File: config.mk
export PLATFORM = sky130hd
export DESIGN_NAME = btn_debounce
export DESIGN_NICKNAME = d
export VERILOG_FILES = /design/src/rtl/btn_debounce.sv
export SDC_FILE = /design/constraint.sdc
export NUM_CORES = 1
export LEC_CHECK = 0
export CAP_MARGIN = 5
export CORE_UTILIZATION = 35
export CTS_BUF_LIST = sky130_fd_sc_hd__clkbuf_4 sky130_fd_sc_hd__clkbuf_8 sky130_fd_sc_hd__clkbuf_16
export DETAILED_ROUTE_END_ITERATION = 8
export HOLD_SLACK_MARGIN = 0.02
export SYNTH_ARGS = -nofsm -noshare
export SYNTH_HDL_FRONTEND = slang
export SYNTH_SLANG_ARGS = --single-unit
File: constraint.sdc
create_clock -name CLK -period 2.4 [get_ports CLK]
set_clock_uncertainty 0.1 [all_clocks]
set_input_delay 0.36 -clock CLK [delete_from_list [all_inputs] [get_ports CLK]]
set_output_delay 0.36 -clock CLK [all_outputs]
set_load 0.02 [all_outputs]
File: src/rtl/btn_debounce.sv
// -----------------------------------------------------------------------------
// btn_debounce
//
// Conditions raw board push-buttons before they reach the LED counter and
// Gray-code display logic. Each button has its own independent channel: a
// two-flop synchronizer followed by a counter-based debouncer. The outputs
// are a clean active-high level plus one-cycle press and release pulses.
//
// Optional feature macro: BTN_DEBOUNCE_AUTOREPEAT_EN
//   When defined, a held button re-pulses BTN_PRESS after 2^REPEAT_DELAY_LOG2
//   cycles and then every 2^REPEAT_RATE_LOG2 cycles until it is released.
//   When undefined, no hold timer exists and BTN_PRESS pulses once per press.
//
// Ports:
//   CLK          in   1     single clock, all state changes on rising edge
//   RST_N        in   1     asynchronous active-low reset
//   BTN_IN       in   NBTN  raw pins, asynchronous, polarity per ACTIVE_LOW
//   BTN_LEVEL    out  NBTN  debounced level, 1 = pressed, registered
//   BTN_PRESS    out  NBTN  one-cycle pulse per press (and autorepeat)
//   BTN_RELEASE  out  NBTN  one-cycle pulse per release
// -----------------------------------------------------------------------------
module btn_debounce #(
    parameter int              NBTN              = 4,
    parameter int              DEBOUNCE_LOG2     = 16,
    parameter logic [NBTN-1:0] ACTIVE_LOW        = 4'b1000,
    parameter int              REPEAT_DELAY_LOG2 = 23,
    parameter int              REPEAT_RATE_LOG2  = 21
) (
    input  logic            CLK,
    input  logic            RST_N,
    input  logic [NBTN-1:0] BTN_IN,
    output logic [NBTN-1:0] BTN_LEVEL,
    output logic [NBTN-1:0] BTN_PRESS,
    output logic [NBTN-1:0] BTN_RELEASE
);

    // Terminal count: the input has disagreed with the level for
    // 2^DEBOUNCE_LOG2 consecutive edges when this value is seen.
    localparam logic [DEBOUNCE_LOG2-1:0] CNT_MAX = '1;

    // The repeat period has to fit inside the first-repeat delay because the
    // hold timer is only REPEAT_DELAY_LOG2+1 bits wide.
    if (REPEAT_RATE_LOG2 > REPEAT_DELAY_LOG2) begin : g_bad_repeat_cfg
        $error("btn_debounce: REPEAT_RATE_LOG2 must not exceed REPEAT_DELAY_LOG2");
    end

`ifdef BTN_DEBOUNCE_AUTOREPEAT_EN
    // The hold timer counts up to HOLD_FIRST for the first repeat, then
    // folds back to HOLD_BASE on every repeat so it never wraps and repeats
    // land every 2^REPEAT_RATE_LOG2 cycles after the first one.
    localparam logic [REPEAT_DELAY_LOG2:0] HOLD_BASE  = {1'b1, {REPEAT_DELAY_LOG2{1'b0}}};
    localparam logic [REPEAT_DELAY_LOG2:0] HOLD_FIRST = {1'b0, {REPEAT_DELAY_LOG2{1'b1}}};
    localparam logic [REPEAT_DELAY_LOG2:0] HOLD_NEXT  =
        HOLD_BASE | (REPEAT_DELAY_LOG2+1)'((1 << REPEAT_RATE_LOG2) - 1);
`endif

    for (genvar i = 0; i < NBTN; i++) begin : g_chan
        logic                     sync1;
        logic                     sync2;
        logic                     pressed;
        logic [DEBOUNCE_LOG2-1:0] cnt;
        logic                     level;
        logic                     press_pulse;
        logic                     release_pulse;
        logic                     settle;
        logic                     repeat_hit;

        // The synchronizer carries the raw pin value, so its reset value is
        // the released pin level and no false press appears after reset.
        always_ff @(posedge CLK or negedge RST_N) begin
            if (!RST_N) begin
                sync1 <= ACTIVE_LOW[i];
                sync2 <= ACTIVE_LOW[i];
            end else begin
                sync1 <= BTN_IN[i];
                sync2 <= sync1;
            end
        end

        // Normalised, synchronized input: 1 = pressed.
        assign pressed = sync2 ^ ACTIVE_LOW[i];

        // A new debounced level is accepted on the edge where the input has
        // been different from the level for the full debounce window.
        assign settle = (pressed != level) && (cnt == CNT_MAX);

`ifdef BTN_DEBOUNCE_AUTOREPEAT_EN
        logic [REPEAT_DELAY_LOG2:0] hold;

        // Repeats only while the level is held and never on the edge that
        // accepts a release.
        assign repeat_hit = level && !settle &&
                            ((hold == HOLD_FIRST) || (hold == HOLD_NEXT));

        // Hold timer: zero while released and on the press edge itself,
        // counting while the debounced level stays high.
        always_ff @(posedge CLK or negedge RST_N) begin
            if (!RST_N) begin
                hold <= '0;
            end else if (settle || !level) begin
                hold <= '0;
            end else if (repeat_hit) begin
                hold <= HOLD_BASE;
            end else begin
                hold <= hold + 1'b1;
            end
        end
`else
        assign repeat_hit = 1'b0;
`endif

        // Debounce counter and registered outputs. Any bounce back to the
        // current level restarts the window from zero.
        always_ff @(posedge CLK or negedge RST_N) begin
            if (!RST_N) begin
                cnt           <= '0;
                level         <= 1'b0;
                press_pulse   <= 1'b0;
                release_pulse <= 1'b0;
            end else begin
                press_pulse   <= (settle && pressed) || repeat_hit;
                release_pulse <= settle && !pressed;
                if (pressed == level) begin
                    cnt <= '0;
                end else if (cnt == CNT_MAX) begin
                    level <= pressed;
                    cnt   <= '0;
                end else begin
                    cnt <= cnt + 1'b1;
                end
            end
        end

        assign BTN_LEVEL[i]   = level;
        assign BTN_PRESS[i]   = press_pulse;
        assign BTN_RELEASE[i] = release_pulse;
    end

endmodule

# --- Word-level counts from Yosys, hierarchy flattened ---
# Cells that the tools add are included.
# W data, S select, Z words.
totals:
  register_bits: 84
  latchBits: 0
  ramBits: 0
  rom_bits: 0
  in_bits: 6
  output_inout_bits: 12
  word_cells: 72
  mem_count: 0
op_classes:
  addsub: 4
  multipliers: 0
  div_mod_pow: 0
  n_lt_le_gt_ge: 0
  eq_ne: 12
  n_shift: 0
  mux: 8
  n_bitwise: 5
  reduce_logical: 19
ops:
  columns: ["operator", "n"]
  rows:
  - ["$mux W16", 8]
  - ["$add A16 B1 Y16 const B", 4]
  - ["$eq A16 B16 Y1 const B", 4]
  - ["$logic_and A1 B1 Y1", 12]
  - ["$reduce_and A2 Y1", 4]
  - ["$not A1 Y1", 5]
  - ["$eq A1 B1 Y1", 4]
  - ["$ne A1 B1 Y1", 4]
  - ["$logic_not A1 Y1", 3]

# --- Depth between registers and ports, before layout ---
depth:
  depth_word: 4
  depth_mapped: 6
  mapped_depth_nobuf: 5

# --- Worst setup path before layout ---
# Ideal clock, no wire load.
synth_path:
  kind: "flip-flop to flip-flop"
  from: "register g_chan[2].cnt[0]"
  to: "register g_chan[2].level"
  setup_time_ps: 125
  arrival_time_ps: 1623
  t_required_ps: 2175
  slack_ps: 552
  stages_incl_launch_ff: 5
  n_path_buf: 0
  synth_period_minus_slack_ps: 1848
  path_cell_list: "dfrtp_1 > ha_1 > nand3_1 > or4_4 > mux2_4"
synth_via:
  elab_chain_len: 2
synth_lines:
  columns: ["element", "line", "text"]
  rows:
  - ["start: declaration", "61", "logic [DEBOUNCE_LOG2-1:0] cnt;"]
  - ["start signal: assignment", "129", "cnt <= cnt + 1'b1;"]
  - ["$eq A16 B16 Y1", "125", "end else if (cnt == CNT_MAX) begin"]
  - ["$reduce_and A2 Y1 (no source line)", null, null]
  - ["end signal: assignment", "126", "level <= pressed;"]
  - ["end: declaration", "62", "logic level;"]
# Every way passes these cells.
# A chain may end at the register's enable or synchronous reset.

# --- Worst setup path after layout ---
# Same ends and word-level chain as after synthesis.

==> results.txt <==
- CTS tree: built
- Number of global-route vias before repair: roughly 2400
- The max-slew violation count was 0.
* Max-capacitance violation count: 0
- The critical path is of the register to register type.
- Worst hold-check path type: register to register
* Met1 track utilization from global routing: 0.1629
- Longest individual stage delay on the worst path: approximately 0.63 ns
- Post-synthesis mux area share: 0.01170
* Die height: around 110 um
- Maximum operating frequency: just over 500 MHz
* Dominant combinational cell family by area after synthesis: simple AND/OR/NAND/NOR gates
- Number of synthesized register bits: 84
- Initial antenna violation count: 0
* CP required: 2.54 ns
- Internal power summed over all cells: between 0.002 and 0.0025 W
- Sum of routed wire length over all layers: approximately 6000 um
- Area fraction in and, or, nand and nor cells after synthesis: 0.2409
* Core box area: between 0.01 and 0.015 mm2
- Total of endpoints with negative setup slack in the final report: 0
- Total of fill cells in the finished design: between 900 and 1000
* Clock network latency to the later pin of the worst-skew pair: 0.35 ns
- Width of the chip: about 110 um
- Part of the Yosys area used for sequential elements: 0.5468
- H-tree levels: 3
* Highest-count cells in the layout ignoring fill and taps: sky130_fd_sc_hd__dfrtp_1, sky130_fd_sc_hd__nor2_1, sky130_fd_sc_hd__xnor2_1, sky130_fd_sc_hd__nand3_1, sky130_fd_sc_hd__nor3_1
- Of the total synthesized cell area, the portion taken by full adders, half adders and majority gates is 0.01300.
- For this design the top-level I/O count stands at 18.
- Synthesis handed over a netlist of between 300 and 400 instances.
* Multi-input logic area: 0.001553 mm2
* Area fraction in compound gates after synthesis: 0.001300
* Critical path's slowest cell: sky130_fd_sc_hd__or4_4
- Fin nets: 383
- Violation count after the first detailed-route iteration: between 100 and 150
- The tightest hold path in the finished design has a slack of 0.2542 ns.
* Combined area of all synthesized cells: between 0.003 and 0.004 mm2
* VDD IR max: between 0.2 and 0.3 mV
* Effective utilization at floorplan: 0.3662
- GP Congestion: 0.7435
- The flow ran to the end, and the final reports show no timing, DRC or antenna violations.
* Cell family with most CP delay: simple AND/OR/NAND/NOR gates
- Final worst path period share: 0.8245
- Total track usage: 0.1226
* Portion of total power attributed to sequential cells: 0.558
- Relative contribution of the clock network to total power: 0.407
- Of the total power, combinational logic draws 0.035.
* Count of antenna diodes in the layout: 0
- The number of failing hold endpoints at the final stage was 0.
- Setup repair after global routing left no endpoint under its margin.
- The detailed router placed 2375 vias in this run.
- Yosys printed 0 warnings.
* Static power due to leakage: 1.742 nW
- For the final routed database, the setup TNS stands at 0 ns.
- After detailed routing, the number of vias per cell comes to 4.621.
* Sort of element at the end of the critical path: register
* DPL Wire Length: approximately 3900 um
- Count of unresolved DRC violations after routing: 0
* Wire per inst: about 12 um
- Of the cells placed in the final design, the portion with a size suffix greater than 1 is 0.1005.
- The number of clock buffers added by TritonCTS is 9.
- Total Die Area: ~0.011 mm2
- Cells along the critical path: ha_1 > nand3_1 > or4_4 > mux2_4
- Cell type with the highest aggregate area in the netlist: sky130_fd_sc_hd__dfrtp_1
- Power spread over the standard cell area amounts to just over 600 mW/mm2.
- At the worst endpoint, the arrival time is between 2 and 2.5 ns.
* Leading cell type in the layout, fill and taps excluded: sky130_fd_sc_hd__dfrtp_1
- The smallest clock period supported by the final layout is computed as between 1.5 and 2 ns.
- Entering global routing, the biggest net connects 48 pins.
- Leftover overflow at the end of global routing: 0
- Tightest slew margin relative to the limit: 0.6656
- The clock passes through at most 2 buffers.
- Share of the synthesized netlist area taken by xor and xnor gates: 0.1365
* Wire length of the first global-routing pass: roughly 11000 um
- Row Count: 37
* Worst path buffer plus inverter count: 0
- Area added between synthesis and finish: 11.80%
* Quantity of I/O buffers inserted on ports: 17
- Along the worst path, the maximum fanout reaches 7.
- Seq. cell area: 0.002105 mm2
- After clock tree synthesis, the clock-pin slew on the worst setup and hold paths is roughly 0.08 ns.
* Detail Route Antenna Nets: 0
* Global-route met3 utilization: 0.03465
- Clock tree synthesis found a total of 84 sinks.
- The worst setup path is launched from a register.
* Clk Tree Root Cell: sky130_fd_sc_hd__clkbuf_8
* Leading cell types by total area after synthesis: sky130_fd_sc_hd__dfrtp_1, sky130_fd_sc_hd__xnor2_1, sky130_fd_sc_hd__nor2_1
- Mean post-synth cell area: between 10 and 15 um2
* Share of total power consumed by net switching: 0.2240
* GR peak layer: met2
- Count of distinct cell types in the synthesized netlist: 22
- Net count after synthesis: 368
- In this run the power spent charging and discharging nets is ~0.00059 W.
* GR Layer Usage met2: 0.1935
- Setup Fix Bufs, Post-CTS: 0
- Router iterations before antenna repair: 4
- Worst Tran Pin Value: 0.5017 ns
* Post-synth top area share: 0.5332
==> sequential cells by signal, indices dropped and copies added, names as in the netlist <==
register	cells
g_chan.cnt	64
g_chan.level	4
g_chan.press_pulse	4
g_chan.pressed	3
g_chan.release_pulse	4
g_chan.sync1	4
g_chan.sync2	1
==> power by group through the flow <==
stage / Combinational, W / Clock, W / Sequential [W]
after global placement: 0.0000946 / 0 / 0.00149
after floorplan: 0.0000526 / 0 / 0.00148
after global routing: 0.000109 / 0.00117 / 0.00146
final: 0.0000925 / 0.00106 / 0.00146
after CTS: 0.0000970 / 0.00111 / 0.00146
after detailed placement: 0.0000956 / 0 / 0.00149
==> cell type report <==
cell class / instances / share of cell area
flip-flops and latches: 84 / 0.4891
repair buffers: 20 / 0.04769
multi-input cells: 243 / 0.3609
inverters: 15 / 0.01309
well taps: 136 / 0.03955
clock inverters: 4 / 0.01279
clock buffers: 12 / 0.03693
==> stage by stage <==
| step | total power (W) | area (um2) | instances | utilization | setup slack (ns) |
|---|---|---|---|---|---|
| global placement | 0.001581 | 4079 | 497 | 0.3881 | 0.4705 |
| CTS | 0.002667 | 4303 | 514 | 0.4095 | 0.4186 |
| detailed placement | 0.001583 | 4079 | 497 | 0.3881 | 0.4343 |
| finish | 0.002616 | 4303 | 514 | 0.4095 | 0.4212 |
| floorplan | 0.001536 | 3849 | 358 | - | 0.5520 |
| global route | 0.002748 | 4303 | 514 | 0.4095 | 0.3048 |
==> cells by family (layout without fill, tap and decap cells) <==
| kind of cell | after synthesis | after routing |
|---|---|---|
| compound gates | 1 | 1 |
| xor+xnor | 60 | 60 |
| fa+ha+maj | 4 | 4 |
| buf+inv | 31 | 51 |
| flops | 84 | 84 |
| mux | 3 | 3 |
| simple gates | 175 | 175 |
==> worst register-to-register path: stages, from the launching register on <==
cell and delay (ns):
sky130_fd_sc_hd__dfrtp_1 0.40, sky130_fd_sc_hd__ha_1 0.20, sky130_fd_sc_hd__nand3_1 0.23, sky130_fd_sc_hd__or4_4 0.63, sky130_fd_sc_hd__mux2_4 0.31
==> routing by layer <==
layer / wire length, um / part of all wire / up-vias
met4: 74 / 0.012 / 0
met2: 2718 / 0.45 / 26
met3: 161 / 0.027 / 8
met1: 3074 / 0.51 / 1133
met5: 0 / 0 / -
li1: - / - / 1208
==> synthesized netlist by cell type <==
cell                        n
sky130_fd_sc_hd__nor3b_1    6
sky130_fd_sc_hd__nand4_2    1
sky130_fd_sc_hd__xnor2_1   55
sky130_fd_sc_hd__nor2_1    81
sky130_fd_sc_hd__dfrtp_1   82
sky130_fd_sc_hd__nand4_1   12
sky130_fd_sc_hd__dfstp_2    2
sky130_fd_sc_hd__o21ai_0    1
sky130_fd_sc_hd__nand2b_4   4
sky130_fd_sc_hd__xor2_1     5
sky130_fd_sc_hd__nand4_4    3
sky130_fd_sc_hd__ha_1       4
sky130_fd_sc_hd__nor4_1    12
sky130_fd_sc_hd__inv_1     15
sky130_fd_sc_hd__or4_4      4
sky130_fd_sc_hd__nor3_1    17
sky130_fd_sc_hd__nand3_1   18
sky130_fd_sc_hd__mux2_4     3
sky130_fd_sc_hd__buf_6      4
sky130_fd_sc_hd__nand3_2    2
sky130_fd_sc_hd__buf_4     12
sky130_fd_sc_hd__nand2_1   15
==> path summary, 6_finish.rpt <==
kind / end / cells past startpoint / slack, ns / startpoint
worst max-delay path: g_chan[2].level / 4 / 0.42 / g_chan[2].cnt[0]
worst min-delay path: g_chan[0].pressed / 0 / 0.25 / g_chan[0].sync1
worst max register to register: g_chan[2].level / 4 / 0.42 / g_chan[2].cnt[0]
worst min register to register: g_chan[0].pressed / 0 / 0.25 / g_chan[0].sync1
max in group asynchronous: g_chan[3].sync1 / 3 / 1.11 / RST_N
min in group asynchronous: g_chan[2].release_pulse / 2 / 0.41 / RST_N
==> timing repair <==
item | in CTS | in global routing
gates resized for setup | 0 | 0
endpoints found under the hold margin | 37 | 0
hold buffers | 1 | 0
Note: power is estimated with default switching activity, not from simulation.
